[src/rtl/matrix_load_ctrl.sv]
// Matrix line fetcher: pulls BUFFER_SIZE/8+1 beats per line over a single-outstanding
// read port and streams them, with full write sideband, into the input matrix buffer.
module matrix_load_ctrl #(
  parameter  int BUFFER_SIZE = 32,
  parameter  int ADDR_WIDTH  = 32,
  localparam int LW          = $clog2(BUFFER_SIZE) + 1,
  localparam int OW          = (BUFFER_SIZE > 8) ? $clog2(BUFFER_SIZE / 8) : 1
) (
  input  logic                  clk,
  input  logic                  rst,
  input  logic                  start,
  input  logic [ADDR_WIDTH-1:0] base_addr,
  input  logic [ADDR_WIDTH-1:0] stride,
  input  logic [LW-1:0]         num_lines,
  output logic                  busy,
  output logic                  done,
  output logic                  mem_req,
  output logic [ADDR_WIDTH-1:0] mem_addr,
  input  logic                  mem_gnt,
  input  logic                  mem_rvalid,
  input  logic [255:0]          mem_rdata,
  output logic [255:0]          data_in,
  output logic [LW-1:0]         index_in,
  output logic [OW-1:0]         index_offset,
  output logic [4:0]            addr_offset,
  output logic                  in_valid,
  input  logic                  in_ready,
  output logic                  in_last
);

  localparam int BEATS = BUFFER_SIZE / 8 + 1;
  localparam int BW    = $clog2(BEATS);

  typedef enum logic [2:0] {
    S_IDLE,
    S_REQ,
    S_WAIT,
    S_PUSH,
    S_DONE
  } state_t;

  state_t state, state_nxt;

  logic [ADDR_WIDTH-1:0] line_addr;
  logic [ADDR_WIDTH-1:0] stride_q;
  logic [LW-1:0]         lines_q;
  logic [LW-1:0]         line_cnt;
  logic [BW-1:0]         beat_cnt;
  logic                  beat_last;
  logic                  line_final;
  logic                  accept;
  logic                  handshake;

  // Beat address: line start rounded down to 32 bytes, plus the beat index.
  function automatic logic [ADDR_WIDTH-1:0] beat_addr(input logic [ADDR_WIDTH-1:0] la,
                                                      input logic [BW-1:0] b);
    logic [ADDR_WIDTH-6:0] hi;
    hi = la[ADDR_WIDTH-1:5] + (ADDR_WIDTH-5)'(b);
    return {hi, 5'b0};
  endfunction

  assign accept     = (state == S_IDLE) && start;
  assign handshake  = (state == S_PUSH) && in_ready;
  assign beat_last  = (beat_cnt == BW'(BEATS - 1));
  assign line_final = (line_cnt == lines_q - LW'(1));

  always_ff @(posedge clk) begin
    if (rst) state <= S_IDLE;
    else     state <= state_nxt;
  end

  always_comb begin
    state_nxt = state;
    case (state)
      S_IDLE: if (start) state_nxt = (num_lines == '0) ? S_DONE : S_REQ;
      S_REQ:  if (mem_gnt) state_nxt = S_WAIT;
      S_WAIT: if (mem_rvalid) state_nxt = S_PUSH;
      S_PUSH: if (in_ready) state_nxt = (line_final && beat_last) ? S_DONE : S_REQ;
      S_DONE: state_nxt = S_IDLE;
      default: state_nxt = S_IDLE;
    endcase
  end

  // Command latch and line/beat walk; counters advance only on a buffer handshake.
  always_ff @(posedge clk) begin
    if (rst) begin
      line_addr <= '0;
      stride_q  <= '0;
      lines_q   <= '0;
      line_cnt  <= '0;
      beat_cnt  <= '0;
      data_in   <= '0;
    end else begin
      if (accept) begin
        line_addr <= base_addr;
        stride_q  <= stride;
        lines_q   <= num_lines;
        line_cnt  <= '0;
        beat_cnt  <= '0;
      end
      if ((state == S_WAIT) && mem_rvalid) data_in <= mem_rdata;
      if (handshake) begin
        if (beat_last) begin
          beat_cnt  <= '0;
          line_cnt  <= line_cnt + LW'(1);
          line_addr <= line_addr + stride_q;
        end else begin
          beat_cnt <= beat_cnt + BW'(1);
        end
      end
    end
  end

  // Sideband is derived from the walk registers, so it holds while PUSH stalls.
  assign mem_addr     = beat_addr(line_addr, beat_cnt);
  assign index_in     = (beat_cnt == '0) ? '0 : line_cnt + LW'(1);
  assign index_offset = (beat_cnt == '0) ? '0 : OW'(beat_cnt - BW'(1));
  assign addr_offset  = line_addr[4:0];

  assign mem_req  = (state == S_REQ);
  assign in_valid = (state == S_PUSH);
  assign in_last  = (state == S_PUSH) && line_final && beat_last;
  assign done     = (state == S_DONE);
  assign busy     = (state != S_IDLE);

endmodule

[config.mk]
export PLATFORM = sky130hd
export DESIGN_NAME = matrix_load_ctrl
export DESIGN_NICKNAME = d
export VERILOG_FILES = /design/src/rtl/matrix_load_ctrl.sv
export SDC_FILE = /design/constraint.sdc
export NUM_CORES = 1
export LEC_CHECK = 0
export BUFFER_PORTS_ARGS = -buffer_cell sky130_fd_sc_hd__buf_4
export CAP_MARGIN = 20
export CORE_AREA = 5 5 246 248
export DETAILED_ROUTE_END_ITERATION = 8
export DIE_AREA = 0 0 251 253
export SKIP_LAST_GASP = 1
export SLEW_MARGIN = 20
export SYNTH_ARGS = -nofsm -noshare
export SYNTH_HDL_FRONTEND = slang
export SYNTH_SLANG_ARGS = --single-unit
[constraint.sdc]
create_clock -name clk -period 2.2 [get_ports clk]
set_input_delay 0.22 -clock clk [delete_from_list [all_inputs] [get_ports clk]]
set_output_delay 0.22 -clock clk [all_outputs]
set_load 0.02 [all_outputs]
==> impl_metrics.toml <==
[yosys]
yosys-top-cells-area = "dfxtp_1 47%, nand2_1 18%, a21oi_1 12%"
ys_types = 62
async_flop_share_pct = 0
ys_seq_area_share_pct = 46.6
synth_top_area_share_pct = 46.6
synth_flop_cell = "dfxtp_1"
avgSynthCellArea_um2 = 7.63
netlist_area_um2 = 14500
ys_ff_latch = 338
synth_edf_count = 0
synth_warnings = 0
yosys.area.top_type = "dfxtp_1"
synthesis.instances = 1903

[final_layout]
layout.nets = 3306
syn_to_final_growth_pct = 84.4
final_cell_mix = "763 x buf_4, 675 x nand2_1, 339 x a21oi_1"
n_fill_cell = 5300
drive_above_1_share_pct = 34.2
final_common_cell = "buf_4"

[critical_path]
slowest_stage = "dfxtp_2"
cp.required_ns = 1.98
cp_num_buf_inv = 2
critPathMaxStageDelay_ns = 0.35
end_kind = "output pin"
critPathKind = "reg2out"
cp_max_fo = 4
cp.arrival_ns = 2.60
worstSetupStartpointType = "register"
crit_chain = "ha_4, inv_2, fa_2, nor2b_2, nor2_1, nor2_2, nand3_2, nor2_4, nand2_4, nor3_4, xor2_2, buf_4"
critical_path.top_delay_family = "simple AND/OR/NAND/NOR gates"

[global_routing]
grt_overflow = 0
grt_max_degree = 77
globalRouteMet3Util_pct = 5.04
grt_pass1_vias = 17771
met2_usage_pct = 33.1
grt.total_usage_pct = 18.5
antenna_found_initial = 7
grt_pass1_wl_um = 96300
grt_util_met1_pct = 21.1
busiest_layer = "met2"

[route]
antenna_left = 0
viasPerCell = 4.65
wl_per_cell_um = 17.1
vias = 17393
first_pass_iters = 8
drc = 0
drt_wl_total_um = 64100
drtIter0Drc = 884

[run]
max_cap_viol_count = 0

[sta]
slew_headroom_pct = 58.4
min_period_ns = 2.82
slew_violations = 0
worst_slack_ns = -0.618
hold_slack_ns = 0.0425
rsz0062_at_grt = "true"
fmax_ghz = 0.355
fin_crit_sh_pct = 128
worst_pin_slew_ns = 0.625
skew_ns = 0.0146
hold_violations = 0
fin_setup_tns_ns = -12.10
setup_viol = 45

[floorplan]
core_area_um2 = 58200
die_height_um = 253
die_w_um = 251
fp-row-count = 89
die_area_um2 = 63500
start_util_pct = 24.9
ios = 638

[clocking]
cts_buffer_depth = 3
cts_tree = "yes"
htree_num_levels = 2
cts-root-buf = "clkbuf_16"
clk_pin_slew_ns = 0.06
clock_latency_ns = 0.56
cts.sinks = 338
cts_made_buffers = 40

[power]
static-leakage-power_nw = 11.4
power_mw = 19.6
ir_drop_mv = 0.520
power_density_nw_per_um2 = 730

[outcome]
violations = "negative setup slack"
outcome = "complete, but fails checks"

[placement]
dp_hpwl_um = 44900
gp_congestion = 0.878
port_buffers = 632

[min_path]
min_path_type = "in2reg"
cells in the mapped netlist (all sizes together), types with 3 or more instances:
cell type / n
a221oi: 7
xor2: 16
and2: 6
o21bai: 6
clkbuf: 112
ha: 38
and3: 12
nor4: 4
a2111oi: 3
buf: 28
a311oi: 14
inv: 14
nand4: 10
a21o: 17
dfxtp: 338
nand3b: 3
mux2i: 3
o31ai: 3
a31o: 3
a21oi: 351
a211oi: 7
nand3: 20
nor2b: 6
xnor2: 46
nor2: 66
o21ai: 32
o41ai: 3
nand2: 682
nor3: 12
a31oi: 7
or3: 6
registers in the layout, summed over array words and instances, names as in the netlist:
name and cells:
data_in 256, lines_q 6, stride_q 32, line_addr 32, state 3, beat_cnt 3, line_cnt 6
cell type report:
type	instances	area (um^2)	share of cell area, %
Timing Repair Buffer	1125	9590	35.8
Multi-Input combinational cell	1415	7960	29.7
Clock buffer	54	1150	4.31
Tap cell	773	967	3.61
Clock inverter	18	259	0.967
Sequential cell	338	6790	25.3
Inverter	14	52.6	0.196
Antenna cell	7	17.5	0.0654
routing by layer:
layer | part of all wire [%] | routed length, um | vias up
li1 | - | - | 8398
met1 | 38 | 24300 | 8136
met2 | 50 | 32200 | 699
met3 | 7.6 | 4880 | 158
met4 | 4.1 | 2630 | 2
met5 | 0.020 | 13 | -
metrics by stage:
stage          utilization (%)  area, um^2  setup WS, ns  std cells
2_1_floorplan                -       14700        -0.124       1907
3_3_place_gp              36.4       21200        -0.208       3317
3_5_place_dp              36.4       21200        -0.223       3317
4_1_cts                   45.1       26300        -0.660       3723
5_1_grt                   46.0       26800        -0.778       3742
6_report                  46.0       26800        -0.618       3744
path summary, 6_finish.rpt:
path / start / to / slack, ns / depth (start not counted)
worst min register to register: data_in[106] / data_in[106] / 0.45 / 2
worst min-delay path: mem_rdata[20] / data_in[20] / 0.04 / 3
worst max-delay path: line_addr[5] / mem_addr[31] / -0.62 / 12
worst max register to register: line_addr[6] / line_addr[30] / -0.24 / 11
worst register-to-register path, delay by kind of cell (launching register included):
family	cells	cell delay, ns
adder cells (fa/ha/maj)	1	0.26
flip-flops	1	0.33
XOR/XNOR	1	0.15
AO/OA/AOI/OAI	6	0.95
AND/OR/NAND/NOR	1	0.40
buffers and inverters	2	0.23
what timing repair did:
item                                   CTS  global route
endpoints found under the hold margin  316             0
pin swaps                               59            63
buffers inserted                        20            22
setup endpoints to repair               52            56
hold buffers                           316             0
resized for setup                       77            89
kinds of logic (layout without fill, tap and decap cells):
group,Yosys count,count (layout),share of synthesized area [%]
AO/OA/AOI/OAI,468,468,18.5
XOR/XNOR,62,62,3.74
adder cells (fa/ha/maj),40,40,3.55
buffers and inverters,154,1211,4.31
flip-flops,338,338,46.6
multiplexers,4,4,0.284
other,1,12,0.0258
AND/OR/NAND/NOR,836,836,23.0
power by group:
group | internal (mW) | switching [mW]
Sequential | 6.62 | 0.329
Clock | 4.29 | 2.80
Combinational | 2.62 | 2.91
Total | 13.5 | 6.03
Power figures use the tool's default switching activity.
